### src/rtl/serial_tx.sv
// Serial transmitter: start bit, DATA_WIDTH data bits LSB first, optional even
// parity bit, stop bit. Each bit is held on Q for CLKS_PER_BIT clock cycles.
// A word is accepted only in IDLE, so input activity during a frame is ignored.
module serial_tx #(
    parameter int DATA_WIDTH   = 8,
    parameter int CLKS_PER_BIT = 4,
    parameter int PARITY_EN    = 0
) (
    input  logic                  Clock,
    input  logic                  Resetn,
    input  logic [DATA_WIDTH-1:0] Data,
    input  logic                  Valid,
    output logic                  Ready,
    output logic                  Q,
    output logic                  Busy
);

    localparam int                IDX_W    = (DATA_WIDTH > 1) ? $clog2(DATA_WIDTH) : 1;
    localparam logic [15:0]       CNT_LAST = 16'(CLKS_PER_BIT - 1);
    localparam logic [IDX_W-1:0]  IDX_LAST = IDX_W'(DATA_WIDTH - 1);

    typedef enum logic [2:0] {IDLE, START, DATA, PARITY, STOP} state_t;

    state_t                state, state_nx;
    logic [15:0]           cnt, cnt_nx;
    logic [IDX_W-1:0]      idx, idx_nx;
    logic [DATA_WIDTH-1:0] shreg, shreg_nx;
    logic                  par, par_nx;
    logic                  q, q_nx;
    logic [DATA_WIDTH-1:0] sh_shift;
    logic                  bit_end;

    assign sh_shift = shreg >> 1;
    assign bit_end  = (cnt == CNT_LAST);
    assign Ready    = (state == IDLE);
    assign Busy     = (state != IDLE);
    assign Q        = q;

    // State, counters, shift register and the registered line value
    always_ff @(posedge Clock or negedge Resetn) begin
        if (!Resetn) begin
            state <= IDLE;
            cnt   <= '0;
            idx   <= '0;
            shreg <= '0;
            par   <= 1'b0;
            q     <= 1'b1;
        end else begin
            state <= state_nx;
            cnt   <= cnt_nx;
            idx   <= idx_nx;
            shreg <= shreg_nx;
            par   <= par_nx;
            q     <= q_nx;
        end
    end

    // Next-state logic; q_nx is the value Q takes in the following cycle
    always_comb begin
        state_nx = state;
        cnt_nx   = cnt;
        idx_nx   = idx;
        shreg_nx = shreg;
        par_nx   = par;
        q_nx     = q;
        case (state)
            IDLE: begin
                q_nx = 1'b1;
                if (Valid) begin
                    state_nx = START;
                    shreg_nx = Data;
                    par_nx   = ^Data;
                    cnt_nx   = '0;
                    idx_nx   = '0;
                    q_nx     = 1'b0;
                end
            end
            START: begin
                if (bit_end) begin
                    state_nx = DATA;
                    cnt_nx   = '0;
                    q_nx     = shreg[0];
                end else begin
                    cnt_nx = cnt + 16'd1;
                end
            end
            DATA: begin
                if (bit_end) begin
                    cnt_nx = '0;
                    if (idx == IDX_LAST) begin
                        idx_nx = '0;
                        if (PARITY_EN != 0) begin
                            state_nx = PARITY;
                            q_nx     = par;
                        end else begin
                            state_nx = STOP;
                            q_nx     = 1'b1;
                        end
                    end else begin
                        idx_nx   = idx + IDX_W'(1);
                        shreg_nx = sh_shift;
                        q_nx     = sh_shift[0];
                    end
                end else begin
                    cnt_nx = cnt + 16'd1;
                end
            end
            PARITY: begin
                if (bit_end) begin
                    state_nx = STOP;
                    cnt_nx   = '0;
                    q_nx     = 1'b1;
                end else begin
                    cnt_nx = cnt + 16'd1;
                end
            end
            STOP: begin
                if (bit_end) begin
                    state_nx = IDLE;
                    cnt_nx   = '0;
                    q_nx     = 1'b1;
                end else begin
                    cnt_nx = cnt + 16'd1;
                end
            end
            default: begin
                state_nx = IDLE;
                cnt_nx   = '0;
                idx_nx   = '0;
                q_nx     = 1'b1;
            end
        endcase
    end

endmodule

### config.mk
export PLATFORM = sky130hd
export DESIGN_NAME = serial_tx
export DESIGN_NICKNAME = d
export VERILOG_FILES = /design/src/rtl/serial_tx.sv
export SDC_FILE = /design/constraint.sdc
export NUM_CORES = 1
export LEC_CHECK = 0
export CAP_MARGIN = 20
export CORE_MARGIN = 5
export CORE_UTILIZATION = 45
export DETAILED_ROUTE_END_ITERATION = 8
export PLACE_DENSITY_LB_ADDON = 0.15
export SYNTH_ARGS = -nofsm -noshare
export SYNTH_HDL_FRONTEND = slang
export SYNTH_SLANG_ARGS = --single-unit
### constraint.sdc
create_clock -name Clock -period 2.6 [get_ports Clock]
set_input_delay 0.26 -clock Clock [delete_from_list [all_inputs] [get_ports Clock]]
set_output_delay 0.26 -clock Clock [all_outputs]
set_load 0.005 [all_outputs]
==> reports/qor.csv, run 1 <==
metric,value,unit
outcome,"finished, final reports clean",
drt first-iter violations,67,
"most common cell after layout, fill and taps aside",dfrtp_1,
post-synthesis cell type count,42,
worst slew pin tran,0.762,ns
Synth Area in XOR/XNOR,1.55,%
asr flop ratio synth,100,%
Setup crit start,state[0],
worst-skew pair later-pin latency,0.28,ns
vias per cell,5.95,
Post-Synth Adder-Cell Area,2.21,%
Remaining DRCs,0,
post-synthesis mux area share,1.25,%
worst vdd ir,0.000595,V
Final #Nets,215,
Setup Viol. Count Final,0,
synthesized flop and latch total,31,
first-pass GRT wire length,6320,um
DP Area,0.00189,mm^2
RSZ-0062 raised after global routing,no,
remaining antenna violation count,0,
CP Data Required Time,2.34,ns
HPWL Detailed,2650,um
Worst Hold Class,input port to async pin,
Syn Nets,199,
Mapped Area,0.00170,mm^2
GRT Residual Overflow,0,
Row Count,22,
PD cells,1090,mW/mm^2
layout cell share with drive strength beyond 1,10.4,%
largest family of logic cells by synthesized area,simple AND/OR/NAND/NOR gates,
clk root buf,clkbuf_8,
initial core utilization,46.3,%
Top Ports,14,
synth-to-layout area growth,17.2,%
Synth Area in Simple Gates,24.9,%
post-route cell area,0.00199,mm^2
Synth Warn #,0,
Final Hold Fails,0,
ANT cells,0,
largest net degree at the start of global routing,32,
final cycle utilization of the critical path,85.4,%
Die X,71.4,um
Die Area,0.00510,mm^2
H-tree depth,2,
final WL,3700,um
CTS Buf Count,5,
main flop type after synthesis,dfrtp_1,
setup TNS,0,ns
max_cap viols,0,
FMAX,450,MHz
port bufs,13,
Critical Path End Type,output pin,
1st-pass router iterations,4,
DR WL/cell,14.8,um
Post-synth EDFFs,0,
RR Startpoint,state[0],
mean post-synth cell area,9.17,um^2
Die H,71.4,um
Crit Path Category,flop to output pin,
clock sink count,31,
worst-path maximum fanout,15,
vias in the first global route,1429,
Critical Path Source Type,flop,
CTS Hold Bufs,0,
post-CTS sizing,0,
Worst EP arrival,1.96,ns
Vias,1487,
fin util,54.3,%
post-CTS setup buffers,0,
Slew Limit Fails,0,
Worst-path clk slew,0.06,ns
Clock Skews,0.00569,ns
CTS tree,built,
Leak,0.807,nW
maximum buffer depth of the clock tree,2,
GR Util All Layers,15.3,%
Core Box Area,0.00366,mm^2
Syn Inst Count,185,
register area share after synthesis,45.8,%
Synth Area in Compound Gates,19.9,%
initial antenna violation count,0,
fin crit period,2.22,ns
RePlAce Congestion,0.817,
Max-slew headroom,48.8,%
"leading cell types in the layout, fill and taps excluded","dfrtp_1 (30), nor2_1 (21), a21oi_1 (13), clkdlybuf4s50_1 (13), o21ai_0 (12)",
-- cell families after synthesis --
logic type | Yosys count
flip-flops | 31
XOR/XNOR | 3
buffers and inverters | 19
AND/OR/NAND/NOR | 74
multiplexers | 2
AO/OA/AOI/OAI | 53
adder cells (fa/ha/maj) | 3
-- routing by layer --
layer,track usage (%),wire length [um]
met2,25.2,1830
met3,4.49,171
met5,0,0
met1,19.1,1650
met4,5.64,46
-- cells in the mapped netlist, types with 2 or more instances --
cell      count  share of area, %
buf_2         2              0.59
o22a_1        7               3.6
o22ai_1       3               1.1
nor3_1        2              0.59
nand4b_1      2               1.0
nand2_1       9               2.0
nand3b_1      2              0.88
dfrtp_1      30                44
or3_1         4               1.5
clkbuf_1      7               1.5
nor2_1       21               4.6
and4_1        2               1.0
a31oi_1       7               2.6
nand3_1       5               1.5
a21oi_1      13               3.8
nor4_1        3               1.1
o21ai_0      12               3.5
and3_1        4               1.5
nand4_1       7               2.6
inv_1        10               2.2
xor2_1        3               1.5
or4_1         4               1.8
nor2b_1       3               1.1
ha_1          3               2.2
a22o_1        3               1.5
-- through the flow --
step                      hold slack [ns]  power (W)  setup slack, ns  instances
after detailed placement            0.489    0.00177            0.249        242
after global placement              0.468    0.00173            0.296        242
after global routing                0.409    0.00234            0.263        250
after floorplan                   -0.0356    0.00143            0.722        185
final                               0.361    0.00217            0.379        250
after CTS                           0.372    0.00220            0.363        250
-- sequential cells by signal (all words and copies together) (netlist names) --
name	count
shreg	8
idx	3
state	3
Q	1
cnt	16
-- final timing paths --
kind | to | slack [ns] | cells past startpoint
setup reg to reg | cnt[15] | 0.38 | 4
max in group asynchronous | Q | 1.91 | 2
min in group Clock | idx[0] | 0.49 | 1
hold reg to reg | idx[0] | 0.49 | 1
hold / removal | cnt[7] | 0.36 | 2
setup / recovery | Ready | 0.38 | 3
-- report_power, final --
group / internal, W / switching, W
Clock: 0.000241 / 0.000170
Sequential: 0.000624 / 0.000160
Combinational: 0.000451 / 0.000524
Total: 0.00132 / 0.000854
-- final cells by class --
type | count | area [um^2]
clock buffers | 8 | 100
fillers | 329 | 1670
inverters | 10 | 37.5
multi-input cells | 135 | 846
flip-flops and latches | 31 | 777
well taps | 48 | 60.1
repair buffers | 18 | 168
-- critical path: stages, from the launching register on --
cell             delay, ns
dfrtp_1               0.53
or3_1                 0.45
inv_1                 0.16
clkdlybuf4s50_1       0.54
No activity file was read; power rests on OpenSTA's default activity.
==> run 2, diff against run 1 <==
- RECOVER_POWER: default -> 50
==> run 2 against run 1 <==
Highest routed layer unchanged. Critical path type unchanged. Design area is 0.19% lower. Clock skew is essentially flat. The run now ends with capacitance limit, slew limit left. Hold slack better by 0.13 ns. Register-to-register slack barely moved.
==> reports/qor.csv, run 2 (same netlist as run 1, synthesis figures left out) <==
metric,value,unit,change
outcome,"finished, violations left",,
failing checks,"capacitance limit, slew limit",,
Final Hold Fails,0,,unchanged
Worst Hold Class,flop to flop,,
FF+latch area,777,um^2,unchanged
Critical Path Source Type,flop,,
Hold Path Stages,1,,
GR Util All Layers,15.3,%,unchanged
Clock Skews,0.00569,ns,+0.000000250 ns
Die H,71.4,um,unchanged
Vias,1487,,unchanged
Psw,0.000854,W,about the same
RePlAce Congestion,0.817,,unchanged
"leading cell types in the layout, fill and taps excluded","dfrtp_1 (30), nor2_1 (21), a21oi_1 (13), o21ai_0 (12), clkdlybuf4s50_1 (11)",,
RSZ-0062 raised after global routing,no,,
RR Startpoint,state[0],,
Setup Viol. Count Final,0,,unchanged
Tot Pwr,0.00217,W,-0.21%
fin crit period,2.22,ns,-0.0000450 ns
HP Start,idx[0],,
largest register by flop count,cnt,,
Largest regs,"cnt x16, shreg x8",,
combinational group share of total power,44.8,%,about the same
Max-slew headroom,-7.71,%,-57 points
dpl cells,242,,unchanged
CP Data Required Time,2.34,ns,about the same
R2R setup slack,0.38,ns,about the same
"most common cell after layout, fill and taps aside",dfrtp_1,,
GRT Residual Overflow,0,,unchanged
final cycle utilization of the critical path,85.4,%,about the same
footprint of the multi-input gates,846,um^2,unchanged
HPWL Detailed,2650,um,unchanged
Post-Place Setup Slack,0.249,ns,unchanged
Power Internal,0.00131,W,-0.31%
maximum buffer depth of the clock tree,2,,unchanged
PD cells,1090,mW/mm^2,about the same
layout cell share with drive strength beyond 1,9.90,%,-0.50 points
Seq pwr share,36.2,%,about the same
ANT cells,0,,unchanged
initial core utilization,46.3,%,unchanged
CTS tree,built,,
worst-skew pair later-pin latency,0.28,ns,about the same
post-route cell area,0.00198,mm^2,-0.19%
worst vdd ir,0.000594,V,about the same
DP Area,0.00189,mm^2,unchanged
Crit Path Category,flop to output pin,,
remaining antenna violation count,0,,unchanged
Final #Nets,215,,unchanged
Top Ports,14,,unchanged
DR WL/cell,14.8,um,about the same
CTS Hold Bufs,0,,unchanged
Leak,0.804,nW,-0.38%
setup TNS,0,ns,unchanged
initial antenna violation count,0,,unchanged
port bufs,13,,unchanged
reg2reg end,cnt[15],,
Worst EP arrival,1.96,ns,about the same
WHS Endpoint,idx[0],,
Worst-path clk slew,0.06,ns,about the same
H-tree depth,2,,unchanged
drt first-iter violations,67,,unchanged
vias in the first global route,1429,,unchanged
synth-to-layout area growth,17.0,%,
Core Box Area,0.00366,mm^2,unchanged
final WL,3700,um,about the same
Slew Limit Fails,32,,+32
largest net degree at the start of global routing,32,,unchanged
CP Cell Sequence,or3_1 > inv_1 > clkdlybuf4s50_1,,
Clock Power Share,19.0,%,about the same
Remaining DRCs,0,,unchanged
post-CTS setup buffers,0,,unchanged
"slowest stage delay, CP",0.54,ns,about the same
vias per cell,5.95,,unchanged
max FFs per register,16,,unchanged
Critical Path End Type,output pin,,
max_cap viols,1,,+1
post-CTS sizing,0,,unchanged
Fill cells,330,,+0.30%
switching part of the total,39.4,%,+0.062 points
Die Area,0.00510,mm^2,unchanged
worst-path maximum fanout,15,,unchanged
final setup margin,0.379,ns,+0.0000450 ns
Row Count,22,,unchanged
worst slew pin tran,1.62,ns,+0.854 ns
1st-pass router iterations,4,,unchanged
FF-to-FF path depth,4,,unchanged
clock sink count,31,,unchanged
CP max-delay cell,clkdlybuf4s50_1,,
Die X,71.4,um,unchanged
CTS Buf Count,5,,unchanged
first-pass GRT wire length,6320,um,unchanged
clk root buf,clkbuf_8,,
FMAX,450,MHz,about the same
Layout Cells excl Fill,250,,unchanged
[run 2: routing by layer]
metal	routed length, um	GRT usage [%]	vias up	part of all wire, %
met1	1650	19.1	728	45
met5	0	0	-	0
met3	170	4.49	6	4.6
li1	-	-	720	-
met2	1830	25.2	33	50
met4	46	5.64	0	1.2
[run 2: cell type report]
type                            count  area share [%]
Sequential cell                    31            39.2
Tap cell                           48            3.03
Multi-Input combinational cell    135            42.6
Inverter                           10            1.89
Timing Repair Buffer               18            8.26
Clock buffer                        8            5.04
[run 2: worst max-delay path: cells and delay by family (launching register included)]
| kind | cells | cell delay [ns] |
|---|---|---|
| simple gates | 1 | 0.45 |
| flops | 1 | 0.53 |
| buf+inv | 2 | 0.70 |
[run 2: through the flow]
step | util (%) | hold slack (ns)
final | 54.2 | 0.487
after global routing | 54.2 | 0.511
after CTS | 54.3 | 0.372
after detailed placement | 51.6 | 0.489
after global placement | 51.6 | 0.468
after floorplan | - | -0.0356
[run 2: how the worst max path moves through the flow]
stage                        start      end  slack (ns)
after floorplan             cnt[2]  cnt[15]        0.72
after global placement       Valid  cnt[15]        0.30
after detailed placement     Valid  cnt[15]        0.25
after CTS                 state[0]    Ready        0.36
after global routing      state[0]  cnt[15]        0.26
final                     state[0]    Ready        0.38
[run 2: power groups by stage]
| stage | combinational (W) | sequential (W) | clock, W |
|---|---|---|---|
| after global routing | 0.00107 | 0.000809 | 0.000454 |
| after floorplan | 0.000712 | 0.000715 | 0 |
| after global placement | 0.000950 | 0.000780 | 0 |
| after CTS | 0.000988 | 0.000784 | 0.000425 |
| after detailed placement | 0.000983 | 0.000792 | 0 |
| final | 0.000971 | 0.000784 | 0.000411 |
==> run 3, diff against run 2 <==
- DONT_BUFFER_PORTS: default -> 1
- PLACE_DENSITY: default -> 0.67
- PLACE_DENSITY_LB_ADDON: 0.15 -> default
- REMOVE_ABC_BUFFERS: default -> 1
==> run 3 against run 2 <==
The run still ends with capacitance limit, slew limit left. Clock-buffer cell count unchanged. Design area down 4.9%. Clock power about the same. Critical endpoint is now cnt[2]. Total power fell by 2.6%. Non-clock buffer count fell by 9. Highest routed layer unchanged. Combinational power is 3.3% lower.
==> reports/qor.csv, run 3 (same netlist as run 1, synthesis figures left out) <==
metric,value,unit,change
outcome,"finished, violations left",,
failing checks,"capacitance limit, slew limit",,
Top Ports,14,,unchanged
GR Util All Layers,16.5,%,+1.2 points
worst-path maximum fanout,11,,-4
worst vdd ir,0.000430,V,-28%
"most common cell after layout, fill and taps aside",dfrtp_1,,
Clock Skews,0.00583,ns,+0.000144 ns
layout cell share with drive strength beyond 1,11.4,%,+1.5 points
max_cap viols,1,,unchanged
1st-pass router iterations,4,,unchanged
Worst-path clk slew,0.06,ns,about the same
drt first-iter violations,131,,+96%
Core Box Area,0.00366,mm^2,unchanged
Psw,0.000841,W,-1.5%
RR Startpoint,state[2],,
clk root buf,clkbuf_8,,
fin crit period,2.18,ns,-0.0394 ns
Critical Path Source Type,flop,,
R2R setup slack,0.42,ns,+0.04 ns
initial core utilization,46.3,%,unchanged
HP Start,Valid,,
FMAX,458,MHz,+1.8%
Worst EP arrival,2.33,ns,+0.37 ns
DR WL/cell,14.9,um,+0.65%
largest register by flop count,cnt,,
CTS Buf Count,5,,unchanged
RSZ-0062 raised after global routing,no,,
Seq pwr share,36.1,%,about the same
reg2reg end,cnt[2],,
Crit Path Category,flop to flop,,
maximum buffer depth of the clock tree,2,,unchanged
final cycle utilization of the critical path,83.9,%,-1.5 points
Slew Limit Fails,32,,unchanged
H-tree depth,2,,unchanged
Largest regs,"cnt x16, shreg x8",,
"leading cell types in the layout, fill and taps excluded","dfrtp_1 (30), nor2_1 (21), a21oi_1 (13), o21ai_0 (12), inv_1 (10)",,
RePlAce Congestion,0.850,,+4.0%
Worst Hold Class,input port to flop,,
Clock Power Share,19.4,%,+0.4 points
initial antenna violation count,0,,unchanged
synth-to-layout area growth,11.2,%,
PD cells,1120,mW/mm^2,+2.4%
WHS Endpoint,state[0],,
Max-slew headroom,-7.63,%,+0.081 points
Setup crit start,state[2],,
worst slew pin tran,1.61,ns,-0.00121 ns
vias in the first global route,1408,,-1.5%
Remaining DRCs,0,,unchanged
Vias,1405,,-5.5%
combinational group share of total power,44.5,%,-0.3 points
Die H,71.4,um,unchanged
Die X,71.4,um,unchanged
Leak,0.770,nW,-4.2%
switching part of the total,39.9,%,+0.46 points
remaining antenna violation count,0,,unchanged
ANT cells,0,,unchanged
HPWL Detailed,2570,um,-3.2%
vias per cell,5.83,,-2.0%
post-CTS setup buffers,0,,unchanged
worst-skew pair later-pin latency,0.29,ns,about the same
clock sink count,31,,unchanged
Final Hold Fails,0,,unchanged
Hold Path Stages,1,,unchanged
Setup Viol. Count Final,0,,unchanged
GRT Residual Overflow,0,,unchanged
setup TNS,0,ns,unchanged
CP Data Required Time,2.75,ns,+0.41 ns
first-pass GRT wire length,6640,um,+5.1%
Power Internal,0.00127,W,-3.3%
final WL,3590,um,-3.0%
max FFs per register,16,,unchanged
Row Count,22,,unchanged
Fill cells,358,,+8.5%
Die Area,0.00510,mm^2,unchanged
FF-to-FF path depth,5,,+1
CTS tree,built,,
post-CTS sizing,0,,unchanged
largest net degree at the start of global routing,32,,unchanged
Critical Path End Type,flop,,
Tot Pwr,0.00211,W,-2.6%
port bufs,0,,-13
Final #Nets,206,,-4.2%
## run 3: changes by cell type in the layout (fill, tap and decap cells not counted), sizes merged
cell / before / now
clkdlybuf4s50: 11 / 0
buf: 4 / 7
dlygate4sd3: 2 / 1
## run 3: how the worst max path moves through the flow
stage	slack, ns	endpoint	depth (start not counted)
after floorplan	0.60	cnt[15]	4
after global placement	0.57	cnt[1]	5
after detailed placement	0.49	cnt[2]	5
after CTS	0.41	cnt[2]	5
after global routing	0.12	cnt[2]	5
final	0.42	cnt[2]	5
## run 3: worst max-delay path, stage by stage (launching register included)
cell and delay (ns):
dfrtp_1 0.55, or3_1 0.21, inv_1 0.13, nor2_1 0.55
nand2_1 0.23, o311ai_0 0.38
## run 3: layout make-up
class / instances / area, um^2 / area share [%]
clock buffers: 8 / 100 / 5.31
inverters: 10 / 37.5 / 1.99
repair buffers: 9 / 66.3 / 3.51
well taps: 48 / 60.1 / 3.18
flip-flops and latches: 31 / 777 / 41.2
multi-input cells: 135 / 846 / 44.8
## run 3: power groups by stage
| stage | Clock, W | Sequential, W | Combinational (W) |
|---|---|---|---|
| 2_1_floorplan | 0 | 0.000750 | 0.000650 |
| 3_3_place_gp | 0 | 0.000760 | 0.000902 |
| 3_5_place_dp | 0 | 0.000770 | 0.000927 |
| 4_1_cts | 0.000426 | 0.000763 | 0.000946 |
| 5_1_grt | 0.000453 | 0.000787 | 0.00106 |
| 6_report | 0.000410 | 0.000762 | 0.000939 |
## run 3: repair_timing
item | in CTS | in global routing
hold buffers | 2 | 0
endpoints found under the setup margin | 0 | 0
hold endpoints to repair | 31 | 0
## run 3: routing by layer
metal | share of wire (%) | routed length [um] | global-route usage (%)
met2 | 45 | 1610 | 24.1
met4 | 1.8 | 64 | 7.31
met1 | 47 | 1700 | 22.0
met3 | 5.8 | 209 | 5.89
met5 | 0 | 0 | 0
## run 3: per-stage QoR
stage	hold WS (ns)	cells	worst slack (ns)	cell area, um^2	util, %
floorplan	-0.0356	176	0.605	1660	-
global placement	-0.0345	231	0.572	1770	48.4
detailed placement	-0.0342	231	0.493	1770	48.4
CTS	0.116	241	0.410	1900	52.0
global route	0.113	241	0.119	1890	51.5
finish	0.122	241	0.418	1890	51.5
